[src/rtl/tlul_sram_slave_if.sv]
// ============================================================================
//  Module   : tlul_sram_slave_if
//  Purpose  : TL-UL A/D channel bundle between a requester and the SRAM slave
//  Revision : 1.0 - initial release
// ============================================================================
`default_nettype none

interface tlul_sram_slave_if #(
    parameter int ADDR_WIDTH   = 32,
    parameter int DATA_WIDTH   = 32,
    parameter int MASK_WIDTH   = DATA_WIDTH / 8,
    parameter int SIZE_WIDTH   = 3,
    parameter int SRC_WIDTH    = 4,
    parameter int SINK_WIDTH   = 1,
    parameter int OPCODE_WIDTH = 3,
    parameter int PARAM_WIDTH  = 3
);
    // A channel
    logic                    a_valid;
    logic                    a_ready;
    logic [OPCODE_WIDTH-1:0] a_opcode;
    logic [PARAM_WIDTH-1:0]  a_param;
    logic [SIZE_WIDTH-1:0]   a_size;
    logic [SRC_WIDTH-1:0]    a_source;
    logic [ADDR_WIDTH-1:0]   a_address;
    logic [MASK_WIDTH-1:0]   a_mask;
    logic [DATA_WIDTH-1:0]   a_data;
    // D channel
    logic                    d_valid;
    logic                    d_ready;
    logic [OPCODE_WIDTH-1:0] d_opcode;
    logic [PARAM_WIDTH-1:0]  d_param;
    logic [SIZE_WIDTH-1:0]   d_size;
    logic [SRC_WIDTH-1:0]    d_source;
    logic [SINK_WIDTH-1:0]   d_sink;
    logic [DATA_WIDTH-1:0]   d_data;
    logic                    d_error;

    modport master (
        output a_valid, a_opcode, a_param, a_size, a_source, a_address, a_mask, a_data, d_ready,
        input  a_ready, d_valid, d_opcode, d_param, d_size, d_source, d_sink, d_data, d_error
    );

    modport slave (
        input  a_valid, a_opcode, a_param, a_size, a_source, a_address, a_mask, a_data, d_ready,
        output a_ready, d_valid, d_opcode, d_param, d_size, d_source, d_sink, d_data, d_error
    );
endinterface

`default_nettype wire

[src/rtl/tlul_sram_slave.sv]
// ============================================================================
//  Module   : tlul_sram_slave
//  Purpose  : TL-UL slave with a small word array, one outstanding request,
//             fixed response latency and AccessAck/AccessAckData + d_error
//  Revision : 1.0 - initial release
// ============================================================================
`default_nettype none

module tlul_sram_slave #(
    parameter int                    ADDR_WIDTH   = 32,
    parameter int                    DATA_WIDTH   = 32,
    parameter int                    MASK_WIDTH   = DATA_WIDTH / 8,
    parameter int                    SIZE_WIDTH   = 3,
    parameter int                    SRC_WIDTH    = 4,
    parameter int                    SINK_WIDTH   = 1,
    parameter int                    OPCODE_WIDTH = 3,
    parameter int                    PARAM_WIDTH  = 3,
    parameter int                    MEM_DEPTH    = 16,
    parameter logic [ADDR_WIDTH-1:0] BASE_ADDR    = 32'h0000_1000,
    parameter int                    RESP_LATENCY = 2
) (
    input  wire logic        clk_24,
    input  wire logic        reset,
    tlul_sram_slave_if.slave bus
);
    localparam int IDX_W = $clog2(MEM_DEPTH);
    localparam logic [3:0] LAT_LOAD = (RESP_LATENCY > 0) ? 4'(RESP_LATENCY - 1) : 4'd0;

    localparam logic [1:0] ST_IDLE = 2'd0;
    localparam logic [1:0] ST_WAIT = 2'd1;
    localparam logic [1:0] ST_RESP = 2'd2;

    localparam logic [OPCODE_WIDTH-1:0] OP_PUT_FULL = OPCODE_WIDTH'(0);
    localparam logic [OPCODE_WIDTH-1:0] OP_PUT_PART = OPCODE_WIDTH'(1);
    localparam logic [OPCODE_WIDTH-1:0] OP_GET      = OPCODE_WIDTH'(4);
    localparam logic [OPCODE_WIDTH-1:0] OP_ACK      = OPCODE_WIDTH'(0);
    localparam logic [OPCODE_WIDTH-1:0] OP_ACK_DATA = OPCODE_WIDTH'(1);

    logic [1:0]              state_q, state_d;
    logic [3:0]              cnt_q, cnt_d;
    logic                    rdy_en_q, rdy_en_d;
    logic                    d_valid_q, d_valid_d;
    logic [OPCODE_WIDTH-1:0] d_opcode_q, d_opcode_d;
    logic [SIZE_WIDTH-1:0]   d_size_q, d_size_d;
    logic [SRC_WIDTH-1:0]    d_source_q, d_source_d;
    logic [DATA_WIDTH-1:0]   d_data_q, d_data_d;
    logic                    d_error_q, d_error_d;
    logic [DATA_WIDTH-1:0]   mem_q [MEM_DEPTH];
    logic [DATA_WIDTH-1:0]   mem_d [MEM_DEPTH];

    logic [ADDR_WIDTH-1:0]   w_offset;
    logic [IDX_W-1:0]        w_idx;
    logic                    w_op_get;
    logic                    w_op_put;
    logic                    w_err;
    logic                    w_accept;
    logic                    unused_a_param;

    // a_param carries no meaning for this endpoint
    assign unused_a_param = ^bus.a_param;

    // Decode the presented request: target word and every rejection reason
    always_comb begin
        w_offset = bus.a_address - BASE_ADDR;
        w_idx    = w_offset[IDX_W+1:2];
        w_op_get = (bus.a_opcode == OP_GET);
        w_op_put = (bus.a_opcode == OP_PUT_FULL) || (bus.a_opcode == OP_PUT_PART);
        w_err    = !(w_op_get || w_op_put)
                || (bus.a_size > SIZE_WIDTH'(2))
                || ((bus.a_size == SIZE_WIDTH'(1)) && bus.a_address[0])
                || ((bus.a_size == SIZE_WIDTH'(2)) && (bus.a_address[1:0] != 2'b00))
                || (bus.a_address < BASE_ADDR)
                || ((w_offset >> 2) >= ADDR_WIDTH'(MEM_DEPTH));
    end

    // rdy_en_q holds a_ready low until the first clock after reset release
    assign bus.a_ready  = rdy_en_q && (state_q == ST_IDLE);
    assign w_accept     = bus.a_valid && bus.a_ready;

    assign bus.d_valid  = d_valid_q;
    assign bus.d_opcode = d_opcode_q;
    assign bus.d_param  = '0;
    assign bus.d_size   = d_size_q;
    assign bus.d_source = d_source_q;
    assign bus.d_sink   = '0;
    assign bus.d_data   = d_data_q;
    assign bus.d_error  = d_error_q;

    // Request acceptance, memory commit, latency countdown and response handshake
    always_comb begin
        state_d    = state_q;
        cnt_d      = cnt_q;
        rdy_en_d   = 1'b1;
        d_valid_d  = d_valid_q;
        d_opcode_d = d_opcode_q;
        d_size_d   = d_size_q;
        d_source_d = d_source_q;
        d_data_d   = d_data_q;
        d_error_d  = d_error_q;
        mem_d      = mem_q;

        case (state_q)
            ST_IDLE: begin
                if (w_accept) begin
                    // Response fields are frozen here, so they stay stable through RESP
                    d_opcode_d = w_op_get ? OP_ACK_DATA : OP_ACK;
                    d_size_d   = bus.a_size;
                    d_source_d = bus.a_source;
                    d_error_d  = w_err;
                    d_data_d   = (w_op_get && !w_err) ? mem_q[w_idx] : '0;
                    if (w_op_put && !w_err) begin
                        for (int b = 0; b < MASK_WIDTH; b++) begin
                            if (bus.a_mask[b]) begin
                                mem_d[w_idx][8*b +: 8] = bus.a_data[8*b +: 8];
                            end
                        end
                    end
                    if (RESP_LATENCY > 0) begin
                        state_d = ST_WAIT;
                        cnt_d   = LAT_LOAD;
                    end else begin
                        state_d = ST_RESP;
                    end
                end
            end
            ST_WAIT: begin
                if (cnt_q == 4'd0) begin
                    state_d = ST_RESP;
                end else begin
                    cnt_d = cnt_q - 4'd1;
                end
            end
            ST_RESP: begin
                // d_valid is raised from a flop one cycle into RESP
                if (!d_valid_q) begin
                    d_valid_d = 1'b1;
                end else if (bus.d_ready) begin
                    d_valid_d = 1'b0;
                    state_d   = ST_IDLE;
                end
            end
            default: begin
                state_d = ST_IDLE;
            end
        endcase
    end

    // State, response and array registers; reset clears everything including memory
    always_ff @(posedge clk_24 or negedge reset) begin
        if (!reset) begin
            state_q    <= ST_IDLE;
            cnt_q      <= 4'd0;
            rdy_en_q   <= 1'b0;
            d_valid_q  <= 1'b0;
            d_opcode_q <= '0;
            d_size_q   <= '0;
            d_source_q <= '0;
            d_data_q   <= '0;
            d_error_q  <= 1'b0;
            for (int i = 0; i < MEM_DEPTH; i++) begin
                mem_q[i] <= '0;
            end
        end else begin
            state_q    <= state_d;
            cnt_q      <= cnt_d;
            rdy_en_q   <= rdy_en_d;
            d_valid_q  <= d_valid_d;
            d_opcode_q <= d_opcode_d;
            d_size_q   <= d_size_d;
            d_source_q <= d_source_d;
            d_data_q   <= d_data_d;
            d_error_q  <= d_error_d;
            mem_q      <= mem_d;
        end
    end

endmodule

`default_nettype wire

[src/flat_wrapper.sv]
// flat-port wrapper written by rule: the top's interface ports become plain ports
module tlul_sram_slave_flat 
#(
    parameter int                    ADDR_WIDTH   = 32,
    parameter int                    DATA_WIDTH   = 32,
    parameter int                    MASK_WIDTH   = DATA_WIDTH / 8,
    parameter int                    SIZE_WIDTH   = 3,
    parameter int                    SRC_WIDTH    = 4,
    parameter int                    SINK_WIDTH   = 1,
    parameter int                    OPCODE_WIDTH = 3,
    parameter int                    PARAM_WIDTH  = 3,
    parameter int                    MEM_DEPTH    = 16,
    parameter logic [ADDR_WIDTH-1:0] BASE_ADDR    = 32'h0000_1000,
    parameter int                    RESP_LATENCY = 2
)
  (clk_24, reset, bus_a_valid, bus_a_opcode, bus_a_param, bus_a_size, bus_a_source, bus_a_address, bus_a_mask, bus_a_data, bus_d_ready, bus_a_ready, bus_d_valid, bus_d_opcode, bus_d_param, bus_d_size, bus_d_source, bus_d_sink, bus_d_data, bus_d_error);
  tlul_sram_slave_if #(.ADDR_WIDTH(ADDR_WIDTH), .DATA_WIDTH(DATA_WIDTH), .MASK_WIDTH(MASK_WIDTH), .SIZE_WIDTH(SIZE_WIDTH), .SRC_WIDTH(SRC_WIDTH), .SINK_WIDTH(SINK_WIDTH), .OPCODE_WIDTH(OPCODE_WIDTH), .PARAM_WIDTH(PARAM_WIDTH)) bus_i ();
  input  wire logic clk_24;
  input  wire logic reset;
  input wire logic [$bits(bus_i.a_valid)-1:0] bus_a_valid;
  input wire logic [$bits(bus_i.a_opcode)-1:0] bus_a_opcode;
  input wire logic [$bits(bus_i.a_param)-1:0] bus_a_param;
  input wire logic [$bits(bus_i.a_size)-1:0] bus_a_size;
  input wire logic [$bits(bus_i.a_source)-1:0] bus_a_source;
  input wire logic [$bits(bus_i.a_address)-1:0] bus_a_address;
  input wire logic [$bits(bus_i.a_mask)-1:0] bus_a_mask;
  input wire logic [$bits(bus_i.a_data)-1:0] bus_a_data;
  input wire logic [$bits(bus_i.d_ready)-1:0] bus_d_ready;
  output wire logic [$bits(bus_i.a_ready)-1:0] bus_a_ready;
  output wire logic [$bits(bus_i.d_valid)-1:0] bus_d_valid;
  output wire logic [$bits(bus_i.d_opcode)-1:0] bus_d_opcode;
  output wire logic [$bits(bus_i.d_param)-1:0] bus_d_param;
  output wire logic [$bits(bus_i.d_size)-1:0] bus_d_size;
  output wire logic [$bits(bus_i.d_source)-1:0] bus_d_source;
  output wire logic [$bits(bus_i.d_sink)-1:0] bus_d_sink;
  output wire logic [$bits(bus_i.d_data)-1:0] bus_d_data;
  output wire logic [$bits(bus_i.d_error)-1:0] bus_d_error;
  assign bus_i.a_valid = bus_a_valid;
  assign bus_i.a_opcode = bus_a_opcode;
  assign bus_i.a_param = bus_a_param;
  assign bus_i.a_size = bus_a_size;
  assign bus_i.a_source = bus_a_source;
  assign bus_i.a_address = bus_a_address;
  assign bus_i.a_mask = bus_a_mask;
  assign bus_i.a_data = bus_a_data;
  assign bus_i.d_ready = bus_d_ready;
  assign bus_a_ready = bus_i.a_ready;
  assign bus_d_valid = bus_i.d_valid;
  assign bus_d_opcode = bus_i.d_opcode;
  assign bus_d_param = bus_i.d_param;
  assign bus_d_size = bus_i.d_size;
  assign bus_d_source = bus_i.d_source;
  assign bus_d_sink = bus_i.d_sink;
  assign bus_d_data = bus_i.d_data;
  assign bus_d_error = bus_i.d_error;
  tlul_sram_slave #(.ADDR_WIDTH(ADDR_WIDTH), .DATA_WIDTH(DATA_WIDTH), .MASK_WIDTH(MASK_WIDTH), .SIZE_WIDTH(SIZE_WIDTH), .SRC_WIDTH(SRC_WIDTH), .SINK_WIDTH(SINK_WIDTH), .OPCODE_WIDTH(OPCODE_WIDTH), .PARAM_WIDTH(PARAM_WIDTH), .MEM_DEPTH(MEM_DEPTH), .BASE_ADDR(BASE_ADDR), .RESP_LATENCY(RESP_LATENCY)) u_core (.clk_24(clk_24), .reset(reset), .bus(bus_i));
endmodule
[config.mk]
export PLATFORM = sky130hd
export DESIGN_NAME = tlul_sram_slave_flat
export DESIGN_NICKNAME = d
export VERILOG_FILES = /design/src/rtl/tlul_sram_slave_if.sv /design/src/rtl/tlul_sram_slave.sv /design/src/flat_wrapper.sv
export SDC_FILE = /design/constraint.sdc
export NUM_CORES = 1
export LEC_CHECK = 0
export CAP_MARGIN = 10
export CORE_MARGIN = 2
export CORE_UTILIZATION = 40
export DETAILED_ROUTE_END_ITERATION = 7
export PLACE_DENSITY = 0.56
export SYNTH_ARGS = -nofsm -noshare
export SYNTH_HDL_FRONTEND = slang
export SYNTH_SLANG_ARGS = --single-unit
[constraint.sdc]
create_clock -name clk_24 -period 2.75 [get_ports clk_24]
set_input_delay 0.275 -clock clk_24 [delete_from_list [all_inputs] [get_ports clk_24]]
set_output_delay 0.275 -clock clk_24 [all_outputs]
set_load 0.005 [all_outputs]
==> qor.yml, run 1 <==
run_status:
  status: "finished clean"
timing:
  grt_setup_unrepaired: "false"
  fin_crit_ps: 2690
  max_slew_margin_pct: 47.1
  fin_skew_ps: 26.5
  period_share_pct: 97.9
  tightest_slew_ps: 791
  setup_violations: 0
  fmaxAchievable_mhz: 371
  maxSlewViolCount: 0
  report.final.hold_viol_count: 0
  setup_tns_ps: 0
clock_network:
  root_buffer: "clkbuf_16"
  clk_latency_ps: 620
  tritoncts: "done"
  path_clk_slew_ps: 70
  cts-htree-levels: 2
  clock_path_buffers: 3
  cts_sinks: 561
  cts_buffers: 59
final_layout:
  drive_gt1_share_pct: 49.5
  final_util_pct: 49.0
  n_antenna_cell: 0
  area_growth_pct: 21.3
  final_cells: 2823
  n_fill_cell: 5557
  design_area_mm2: 0.0322
  final_common_cell: "dfrtp_1"
  fin_nets: 1997
  final_cell_mix: "561 x dfrtp_1, 500 x mux2_2, 160 x mux4_2"
power:
  ir_drop_mv: 0.438
  p_leak_uw: 0.0145
  switching_share_pct: 23.4
  p_clk_share_pct: 45.2
  pwr_density_cell_mw_per_mm2: 551
  total_power_uw: 17700
  p_sw_uw: 4160
  p_seq_share_pct: 47.5
  p_int_uw: 13600
  power_frac_comb_pct: 7.3
setup_path:
  arrival_ps: 3190
  cpPeakStageDelay_ps: 610
  end_kind: "register"
  path_delay_family: "compound AO/OA/AOI/OAI gates"
  path_cells: "clkdlybuf4s50_1 > or3_4 > or4_4 > a2111o_2 > buf_12 > a211o_1 > mux2_2"
  path_buf_inv: 2
  cp_slowest_cell: "a2111o_2"
  crit_type: "in2reg"
  crit_path_max_fanout: 26
  startpoint_type: "primary input"
  required_ps: 3250
yosys:
  netlist_area_mm2: 0.0265
  ys_types: 43
  synth_flop_cell: "dfrtp_1"
  yosysSeqAreaShare_pct: 52.9
  yosys_warnings: 0
  synth_area_per_cell_um2: 15.5
  synth_cells: 1714
  synth_edf_count: 0
  ys_ff_latch: 561
  async_flop_share_pct: 100
route:
  drc_errors: 0
  first_pass_iters: 5
  num_vias: 15300
  drtAntennaViolNets: 0
  wl_um: 66300
  wl_per_cell_um: 23.5
  vias_per_cell: 5.43
  drtIter0Drc: 782
floorplanning:
  num_rows: 94
  dieArea_mm2: 0.0684
  boundaryPins: 134
  initial_core_util_pct: 40.4
  die_y_um: 262
  die_width_um: 262
  coreArea_mm2: 0.0657
placed_design:
  numPlacedInstances: 2711
  postPlaceCellArea_mm2: 0.0301
  place.gp.congestion: 0.749
  io_buffers: 124
  hpwl_um: 42800
min_path:
  hold_path.class: "in2reg"
grt:
  track_usage_pct: 19.9
  grt_pass1_vias: 16600
  grt_overflow: 0
  grt_pass1_wl_um: 103000
  antenna_found_initial: 0
  grt_max_degree: 95
job:
  cap_violations: 0
## sequential cells by signal (all words and copies together) (netlist names)
signal	cells
u_core.bus.d_data	32
u_core.bus.d_error	1
u_core.bus.d_opcode	1
u_core.bus.d_size	3
u_core.bus.d_source	4
u_core.bus.d_valid	1
u_core.cnt_q	4
u_core.mem_q	512
u_core.rdy_en_q	1
u_core.state_q	2
## layout make-up
| type | count | area (µm²) | share of cell area (%) |
|---|---|---|---|
| Tap cell | 864 | 1080 | 3.36 |
| Sequential cell | 561 | 14000 | 43.6 |
| Multi-Input combinational cell | 987 | 11800 | 36.7 |
| Timing Repair Buffer | 267 | 3180 | 9.88 |
| Inverter | 35 | 131 | 0.408 |
| Clock inverter | 14 | 151 | 0.470 |
| Clock buffer | 95 | 1790 | 5.57 |
## what timing repair did
action,in CTS,in global routing
buffers inserted,0,0
gates resized for setup,1,12
pin swaps,3,3
hold endpoints to repair,52,0
cloned,0,2
hold buffers,1,0
endpoints found under the setup margin,8,393
## synthesized netlist by cell type, types with 9 or more instances
library cell	instances	share of area, %
dfrtp_1	561	53
mux2_2	500	21
mux4_2	160	14
clkbuf_1	88	1.2
nand3_1	70	1.3
nand2_1	62	0.88
a211oi_4	48	3.6
o21ai_0	37	0.70
inv_1	35	0.50
buf_2	22	0.41
nor2_1	20	0.28
a211o_1	16	0.53
mux2_4	12	0.68
nor3_1	12	0.23
buf_1	11	0.16
buf_6	9	0.38
## path summary, 6_finish.rpt
| path | from | depth (start not counted) | end | slack [ps] |
|---|---|---|---|---|
| max | bus_a_address[14] | 7 | u_core.mem_q[408]$_DFFE_PN0P_ | 60 |
| min | bus_a_source[0] | 3 | u_core.bus.d_source[0]$_DFFE_PN0P_ | 190 |
| max reg2reg | u_core.state_q[0]$_DFFE_PN0P_ | 7 | u_core.mem_q[293]$_DFFE_PN0P_ | 480 |
| min reg2reg | u_core.bus.d_data[19]$_DFFE_PN0P_ | 2 | u_core.bus.d_data[19]$_DFFE_PN0P_ | 480 |
| max in group asynchronous | reset | 3 | u_core.bus.d_data[20]$_DFFE_PN0P_ | 1560 |
| min in group asynchronous | reset | 2 | u_core.mem_q[325]$_DFFE_PN0P_ | 230 |
## per-layer routing
| layer | GRT usage (%) | up-vias | share of wire (%) |
|---|---|---|---|
| met4 | 4.32 | 0 | 1.6 |
| met5 | 0 | - | 0 |
| li1 | - | 6765 | - |
| met2 | 33.4 | 238 | 50 |
| met1 | 27.7 | 8253 | 45 |
| met3 | 2.56 | 77 | 3.0 |
## per-stage QoR
| step | setup WS, ps | hold slack [ps] |
|---|---|---|
| finish | 57.2 | 194 |
| global route | 19.2 | 187 |
| CTS | -5.44 | 149 |
| detailed placement | -659 | 298 |
| global placement | -695 | 283 |
| floorplan | 120 | -20.6 |
## kinds of logic after synthesis
| group | after synthesis | synth area share (%) |
|---|---|---|
| AOI/OAI and AO/OA | 113 | 5.20 |
| and+or+nand+nor | 192 | 3.44 |
| xor gates and xnor gates | 2 | 0.0660 |
| DFF | 561 | 52.9 |
| muxes | 672 | 35.5 |
| buffers and inverters | 171 | 2.86 |
| other | 2 | 0.0283 |
| adders and majority gates | 1 | 0.0471 |
## tightest hold or removal path, stage by stage
cell	delay, ps
clkdlybuf4s50_1	400
nand2_1	60
nand2_1	40
## power by group through the flow
stage | Combinational (µW) | Sequential (µW) | Clock, µW
CTS | 1330 | 8430 | 8230
finish | 1300 | 8430 | 8010
global placement | 1310 | 8570 | 0
detailed placement | 1320 | 8570 | 0
floorplan | 561 | 8570 | 0
global route | 1440 | 8440 | 8540
(Power assumes the default switching activity.)
==> run 2: changes to the inputs <==
--- a/config.mk
+++ b/config.mk
@@ -5,6 +5,7 @@
 export SDC_FILE = /design/constraint.sdc
 export NUM_CORES = 1
 export LEC_CHECK = 0
+export ABC_AREA = 1
 export CAP_MARGIN = 10
 export CORE_MARGIN = 2
 export CORE_UTILIZATION = 40
==> qor.yml, run 2 <==
grt:
  track_usage_pct: 26.5
  grt_pass1_vias: 24400
  grt_pass1_wl_um: 142000
  antenna_found_initial: 0
  grt_max_degree: 93
  grt_overflow: 0
yosys:
  netlist_area_mm2: 0.0266
  async_flop_share_pct: 100
  ys_types: 33
  synth_edf_count: 0
  yosys_warnings: 0
  ys_ff_latch: 561
  synth_cells: 3177
  yosysSeqAreaShare_pct: 52.7
  yosysMostFrequentCell: "nand2_1"
  synth_area_per_cell_um2: 8.38
  yosys-top-cells-area: "dfrtp_1 53%, nand2_1 16%, nand4_1 13%, o22ai_1 5.8%, clkbuf_1 2.9%"
  synth_flop_cell: "dfrtp_1"
  synth_commonest_cells: "1136 x nand2_1, 561 x dfrtp_1, 546 x nand4_1"
  synth_top_area_cell: "dfrtp_1"
  synth_top_area_share_pct: 52.7
final_layout:
  drive_gt1_share_pct: 13.1
  final_cell_mix: "1132 x nand2_1, 561 x dfrtp_1, 546 x nand4_1"
  final_common_cell: "nand2_1"
  fin_nets: 3448
  largest_register_ffs: 512
  area_growth_pct: 21.8
  n_antenna_cell: 0
  n_fill_cell: 6153
  top_register: "u_core.mem_q"
floorplanning:
  coreArea_mm2: 0.0659
  boundaryPins: 134
  die_y_um: 262
  dieArea_mm2: 0.0687
  num_rows: 94
  initial_core_util_pct: 40.4
  die_width_um: 262
timing:
  grt_setup_unrepaired: "false"
  whs_ps: 168
  fin_crit_ps: 2340
  tightest_slew_ps: 1010
  fmaxAchievable_mhz: 427
  report.final.hold_viol_count: 0
  fin_skew_ps: 18.2
  setup_violations: 0
  maxSlewViolCount: 0
  period_share_pct: 85.1
  max_slew_margin_pct: 32.6
setup_path:
  startpoint_type: "register"
  required_ps: 3260
  path_cells: "nor3b_1 > nand2_2 > inv_2 > nand2_1 > nor2_8 > buf_12 > buf_12 > nand3_1 > nand2_1 > nand2_1"
  arrival_ps: 2850
  crit_path_max_fanout: 24
  path_delay_family: "simple AND/OR/NAND/NOR gates"
  end_kind: "register"
  crit_type: "reg2reg"
  cpPeakStageDelay_ps: 400
  path_buf_inv: 3
  path_common_cell: "nand2_1"
  cp_slowest_cell: "dfrtp_1"
power:
  total_power_uw: 18100
  pwr_density_cell_mw_per_mm2: 557
  p_leak_uw: 0.0163
  ir_drop_mv: 0.438
route:
  vias_per_cell: 5.91
  wl_per_cell_um: 21.5
  drtAntennaViolNets: 0
  drc_errors: 0
  first_pass_iters: 6
  num_vias: 25200
  drtIter0Drc: 2862
  wl_um: 91600
clock_network:
  hold_buffers: 1
  cts_setup_buffers: 0
  clock_path_buffers: 3
  ctsResizeCount: 0
  cts-htree-levels: 2
  cts_sinks: 561
  path_clk_slew_ps: 60
  tritoncts: "done"
  cts_buffers: 59
  root_buffer: "clkbuf_16"
  clk_latency_ps: 620
placed_design:
  hpwl_um: 58300
  place.gp.congestion: 0.862
  io_buffers: 124
job:
  cap_violations: 0
run_status:
  status: "finished clean"
min_path:
  hold_path.class: "in2reg"
## run 2: per-layer routing
metal  global-route usage, %  up-vias  wire, µm
met5                       0        -         0
met4                    9.31        0      2990
met3                    5.17      165      7100
met2                    42.0     1080     42600
met1                    36.2    12400     38900
li1                        -    11600         -
## run 2: final cells by class
cell class / instances / area (µm²) / share of cell area, %
flip-flops and latches: 561 / 14000 / 43.3
clock inverters: 9 / 50.0 / 0.154
well taps: 864 / 1080 / 3.33
multi-input cells: 2266 / 11200 / 34.4
repair buffers: 445 / 4220 / 13.0
inverters: 29 / 114 / 0.351
clock buffers: 90 / 1780 / 5.47
## run 2: logic make-up after synthesis
logic type / share of synthesized area [%]
AND/OR/NAND/NOR: 31.6
flip-flops: 52.7
other: 0.0282
adder cells (fa/ha/maj): 0.0470
XOR/XNOR: 0.0329
buffers and inverters: 6.01
AO/OA/AOI/OAI: 9.56
## run 2: power breakdown
part	total, µW	switching, µW	internal (µW)	leakage (µW)
Sequential	8410	49.5	8360	0.00782
Clock	7690	3310	4390	0.000898
Combinational	1970	1290	679	0.00755
Total	18100	4650	13400	0.0163
## run 2: tightest hold or removal path: stages
cell and delay, ps:
buf_4 260, nand4_1 150, nand2_1 50
## run 2: through the flow
| stage | cells | setup TNS [ps] | worst slack [ps] | utilization (%) | cell area, µm² |
|---|---|---|---|---|---|
| 2_1_floorplan | 3182 | 0 | 709 | - | 26600 |
| 3_3_place_gp | 4164 | -1150 | -94.4 | 46.5 | 30600 |
| 3_5_place_dp | 4164 | -3790 | -119 | 46.5 | 30600 |
| 4_1_cts | 4264 | 0 | 384 | 49.2 | 32400 |
| 5_1_grt | 4264 | 0 | 193 | 49.2 | 32400 |
| 6_report | 4264 | 0 | 408 | 49.2 | 32400 |
## run 2: worst paths after layout
kind	endpoint	start	depth (start not counted)	slack, ps
min reg2reg	u_core.mem_q[422]$_DFFE_PN0P_	u_core.mem_q[422]$_DFFE_PN0P_	2	470
max reg2reg	u_core.mem_q[116]$_DFFE_PN0P_	u_core.state_q[0]$_DFFE_PN0P_	10	410
min in group asynchronous	u_core.mem_q[486]$_DFFE_PN0P_	reset	2	220
max in group asynchronous	u_core.mem_q[51]$_DFFE_PN0P_	reset	3	1600
max	u_core.mem_q[116]$_DFFE_PN0P_	u_core.state_q[0]$_DFFE_PN0P_	10	410
min	u_core.mem_q[130]$_DFFE_PN0P_	bus_a_mask[0]	3	170
